$ cat src/rtl/a5_pkg.sv
// Shared CPU package: datapath widths and the one-hot multiply phase encodings
// used by the state/counter controller and the multiply datapath.
package a5_pkg;

  localparam int A5_W  = 8;
  localparam int A5_PW = 2 * A5_W;

  // Bit order matches {MUL4, MUL3, MUL2_2, MUL2_1, MUL1}
  typedef enum logic [4:0] {
    PH_NONE   = 5'b00000,
    PH_MUL1   = 5'b00001,
    PH_MUL2_1 = 5'b00010,
    PH_MUL2_2 = 5'b00100,
    PH_MUL3   = 5'b01000,
    PH_MUL4   = 5'b10000
  } mul_phase_e;

endpackage

$ cat src/rtl/shift_add_unit.sv
// Shift-and-add core: owns {carry, acc_hi, lo} and performs the conditional add
// of the multiplicand and the one-bit right shift of the partial product.
module shift_add_unit
  import a5_pkg::*;
#(
  parameter int W = A5_W
) (
  input  logic         clk,
  input  logic         reset,
  input  logic         load,
  input  logic         add,
  input  logic         shift,
  input  logic [W-1:0] mcand,
  input  logic [W-1:0] opb,
  output logic [W-1:0] acc_hi,
  output logic [W-1:0] lo
);

  logic         carry;
  logic [W:0]   sum;

  assign sum = {1'b0, acc_hi} + {1'b0, mcand};

  // The caller guarantees load/add/shift are mutually exclusive
  always_ff @(posedge clk or negedge reset) begin
    if (!reset) begin
      carry  <= 1'b0;
      acc_hi <= '0;
      lo     <= '0;
    end else if (load) begin
      carry  <= 1'b0;
      acc_hi <= '0;
      lo     <= opb;
    end else if (add) begin
      if (lo[0]) {carry, acc_hi} <= sum;
    end else if (shift) begin
      {carry, acc_hi, lo} <= {1'b0, carry, acc_hi, lo[W-1:1]};
    end
  end

endmodule

$ cat src/rtl/mul_datapath.sv
// Sequential unsigned multiplier datapath driven by one-hot phase strobes,
// with sequencing cross-checks and a two-byte writeback of the product.
module mul_datapath
  import a5_pkg::*;
#(
  parameter int W = A5_W
) (
  input  logic           clk,
  input  logic           reset,
  input  logic           MUL1,
  input  logic           MUL2_1,
  input  logic           MUL2_2,
  input  logic           MUL3,
  input  logic           MUL4,
  input  logic [3:0]     counter_q,
  input  logic [W-1:0]   opa,
  input  logic [W-1:0]   opb,
  output logic [W-1:0]   wb_data,
  output logic           wb_lo,
  output logic           wb_hi,
  output logic [2*W-1:0] product,
  output logic           busy,
  output logic           seq_err
);

  mul_phase_e   phase;
  logic [W-1:0] mcand;
  logic [W-1:0] acc_hi;
  logic [W-1:0] lo;
  logic [2:0]   iter;
  logic         iter_wrapped;
  logic         unused_counter_hi;

  assign phase             = mul_phase_e'({MUL4, MUL3, MUL2_2, MUL2_1, MUL1});
  assign unused_counter_hi = ^counter_q[3:1];

  shift_add_unit #(.W(W)) u_shift_add (
    .clk    (clk),
    .reset  (reset),
    .load   (phase == PH_MUL1),
    .add    ((phase == PH_MUL2_1) && busy),
    .shift  ((phase == PH_MUL2_2) && busy),
    .mcand  (mcand),
    .opb    (opb),
    .acc_hi (acc_hi),
    .lo     (lo)
  );

  // A multi-hot strobe vector falls into the default arm: flag it, touch nothing else
  always_ff @(posedge clk or negedge reset) begin
    if (!reset) begin
      mcand        <= '0;
      iter         <= '0;
      iter_wrapped <= 1'b0;
      product      <= '0;
      wb_data      <= '0;
      wb_lo        <= 1'b0;
      wb_hi        <= 1'b0;
      busy         <= 1'b0;
      seq_err      <= 1'b0;
    end else begin
      wb_lo <= 1'b0;
      wb_hi <= 1'b0;
      case (phase)
        PH_NONE: begin
        end
        PH_MUL1: begin
          mcand        <= opa;
          iter         <= '0;
          iter_wrapped <= 1'b0;
          busy         <= 1'b1;
          seq_err      <= 1'b0;
        end
        PH_MUL2_1: begin
          if (counter_q[0]) seq_err <= 1'b1;
        end
        PH_MUL2_2: begin
          if (!counter_q[0]) seq_err <= 1'b1;
          if (busy) begin
            iter <= iter + 3'd1;
            if (iter == 3'd7) iter_wrapped <= 1'b1;
          end
        end
        PH_MUL3: begin
          // Exactly eight shifts leave iter back at zero with the wrap seen
          if (!busy || (iter != 3'd0) || !iter_wrapped) seq_err <= 1'b1;
          if (busy) begin
            product <= {acc_hi, lo};
            wb_data <= lo;
            wb_lo   <= 1'b1;
          end
        end
        PH_MUL4: begin
          if (busy) begin
            wb_data <= acc_hi;
            wb_hi   <= 1'b1;
            busy    <= 1'b0;
          end
        end
        default: begin
          seq_err <= 1'b1;
        end
      endcase
    end
  end

endmodule
$ cat config.mk
export PLATFORM = sky130hd
export DESIGN_NAME = mul_datapath
export DESIGN_NICKNAME = d
export VERILOG_FILES = /design/src/rtl/a5_pkg.sv /design/src/rtl/shift_add_unit.sv /design/src/rtl/mul_datapath.sv
export SDC_FILE = /design/constraint.sdc
export NUM_CORES = 1
export LEC_CHECK = 0
export CAP_MARGIN = 20
export CORE_AREA = 2 2 75 77
export DETAILED_ROUTE_END_ITERATION = 7
export DIE_AREA = 0 0 77 79
export GPL_TIMING_DRIVEN = 0
export PLACE_DENSITY_LB_ADDON = 0.05
export SYNTH_ARGS = -nofsm -noshare
export SYNTH_HDL_FRONTEND = slang
export SYNTH_SLANG_ARGS = --single-unit
$ cat constraint.sdc
create_clock -name clk -period 3.7 [get_ports clk]
set_input_delay 1.11 -clock clk [delete_from_list [all_inputs] [get_ports clk]]
set_output_delay 1.11 -clock clk [all_outputs]
set_load 0.02 [all_outputs]
==> metrics <==
global-route wire length before repair 10900 um; Clock Latency Late Sink 0.34 ns; top-area cell type share of the netlist area 0.510; Post-layout nets 387; DIE AREA 0.00608 mm2; WP data required 3.90 ns; count of input and output buffers 51; max-cap violation count 0; initial antenna violation count 0; final wirelength 6310 um; Setup crit start kind primary input; via count 2251; GP Congestion 0.772; relative slew slack 0.637; fin crit share 0.689; Antenna Violating Nets Remaining 0; die width 77 um; CP delay by family, top buffers and inverters; final core occ 0.694; Setup Skew 0.0104 ns; post-synth cell types 44; area of the core 0.00534 mm2; Max VDD drop 285 uV; first-pass detailed-route iteration total 4; status finished clean; Via density 5.30; final max-slew violation count 0; multiplexer area fraction after synthesis 0.0653; Area growth syn-to-layout 32.4%; post-route minimum period 2.55 ns; CTS tree built; Worst Setup Path Type primary input to flop; XOR/XNOR share of the synthesized area 0.00939; Gate power share 0.237; CTS Buffer Depth 2; Synth area leaders dfrtp_1 (51%), nand2_1 (12%), mux2i_1 (5.7%); Critical Path End Type flop; root buf cell clkbuf_8; share of layout cells above drive strength 1 0.119; TritonCTS Sinks 57; Switch Pwr 643 uW; post-synthesis average cell area 9.82 um2; syn_nets 324; Lkg Pwr 0.00183 uW; FFs w/ async S/R, synth 1.00; largest net degree at the start of global routing 42; Post-synth top cells nand2_1 (89), dfrtp_1 (57), o21ai_0 (20), mux2i_1 (16), nor2_1 (13); Reg clk slew, reported paths 0.07 ns; CP arrival 2.75 ns; IO Pins 55; ANT cells 0; Die Y 79 um; Hold Path Origin product[13]; Worst path max stage delay 0.50 ns; Main synth FF type dfrtp_1; final hold vios 0; area leader, netlist dfrtp_1; grt total ovfl 0; Clock power frac 0.382; DR iter-0 viols 136; most frequent cell after synthesis nand2_1; final setup fails 0; Synth Cell Area 0.00280 mm2; Synth Area in Compound Gates 0.134; simple-gate area share of the yosys netlist 0.189; adder-cell share of the synthesized area 0.0563; crit path from MUL2_2; CP cell instances clkdlybuf4s50_1 -> nor2_2 -> nand3_1 -> o21a_1 -> buf_2 -> nand2_1 -> o21ai_0; power density over the cells 608 mW/mm2; CTS Hold Bufs 0; Ys Warns 0; H-tree Lvls 3; internal power 1610 uW; vias in the first global route 2179; #FFs+latches synth 57; number of cell rows 27; RSZ-0062 raised after global routing no; worst hold slack 0.479 ns; synthesized instance count 285; critical path buffer and inverter count 2; crit path max fanout 10; CTS Buf Count 9; number of flops mapped to enable cells by yosys 0; Starting Density 0.524; DR WL/cell 14.8 um; HP Class flop to flop; worst slew pin tran 0.544 ns; post-CTS setup buffer count 0; DR DRC count 0; largest family of logic cells by synthesized area simple AND/OR/NAND/NOR gates; register area share after synthesis 0.510; Peak Freq 0.392 GHz; DPL Wire Length 4550 um; critical path's slowest cell clkdlybuf4s50_1; Net Sw Frac 0.285; Seq pwr share 0.381; reg-to-reg critical path startpoint u_shift_add.acc_hi[0]; # resized after CTS 0; GRT Total Usage 0.234
==> per-layer routing <==
layer  up-vias  routed length [um]  track usage
met4         0                  97        0.100
met2        47                2990        0.375
met3        12                 258       0.0420
li1       1102                   -            -
met1      1090                2970        0.315
met5         -                   0            0
==> kinds of logic after synthesis <==
logic type,after synthesis
flops,57
xor+xnor,3
mux,18
compound gates,57
buf+inv,19
simple gates,119
fa+ha+maj,12
==> power by group through the flow <==
stage                     registers (uW)  logic [uW]  clock network, uW
after CTS                            860         539                863
after global placement               864         516                  0
after floorplan                      919         234                  0
final                                859         534                862
after detailed placement             871         532                  0
after global routing                 879         594                896
==> worst reg2reg max path, delay by kind of cell, from the launching register on <==
kind	cells	cell delay (ns)
and+or+nand+nor	1	0.16
AOI/OAI and AO/OA	4	0.61
adders and majority gates	2	0.61
DFF	1	0.44
buffers and inverters	1	0.06
==> layout make-up <==
| class | instances | area (um2) |
|---|---|---|
| multi-input combinational | 209 | 1270 |
| fill | 451 | 1630 |
| buffer | 12 | 76.3 |
| clock buffer | 11 | 141 |
| tap | 72 | 90.1 |
| clock inverter | 5 | 150 |
| inverter | 7 | 26.3 |
| timing repair buffer | 52 | 526 |
| sequential | 57 | 1430 |
==> sequential cells by signal, summed over array words and instances (netlist names) <==
signal / flops
u_shift_add.acc_hi: 8
iter_wrapped: 1
u_shift_add.lo: 8
mcand: 8
iter: 3
seq_err: 1
product: 16
wb_hi: 1
busy: 1
u_shift_add.carry: 1
wb_data: 8
wb_lo: 1
==> stage by stage <==
step | setup slack (ns) | area, um2 | total power [uW] | instances | setup TNS [ns]
CTS | 1.14 | 3710 | 2260 | 425 | 0
finish | 1.15 | 3710 | 2250 | 425 | 0
global placement | -0.264 | 3400 | 1380 | 408 | -14.86
global route | 1.02 | 3710 | 2370 | 425 | 0
detailed placement | 0.824 | 3410 | 1400 | 409 | 0
floorplan | 1.50 | 2800 | 1150 | 285 | 0
==> final timing paths <==
path,slack (ns),to,cells after the start
min in group asynchronous,0.69,seq_err,1
worst min register to register,0.48,product[13],2
worst max register to register,1.71,u_shift_add.carry,8
worst min-delay path,0.48,product[13],2
worst max-delay path,1.15,wb_data[2],7
max in group asynchronous,2.46,product[11],2
==> cell usage in the layout, fill, tap and decap left out, drive strengths merged, types with 7 or more instances in the layout <==
cell,count
dfrtp,57
nand2,89
ha,11
buf,13
mux2i,16
clkdlybuf4s50,50
inv,7
o21ai,26
nor2,14
clkbuf,12
(Power assumes the default switching activity.)
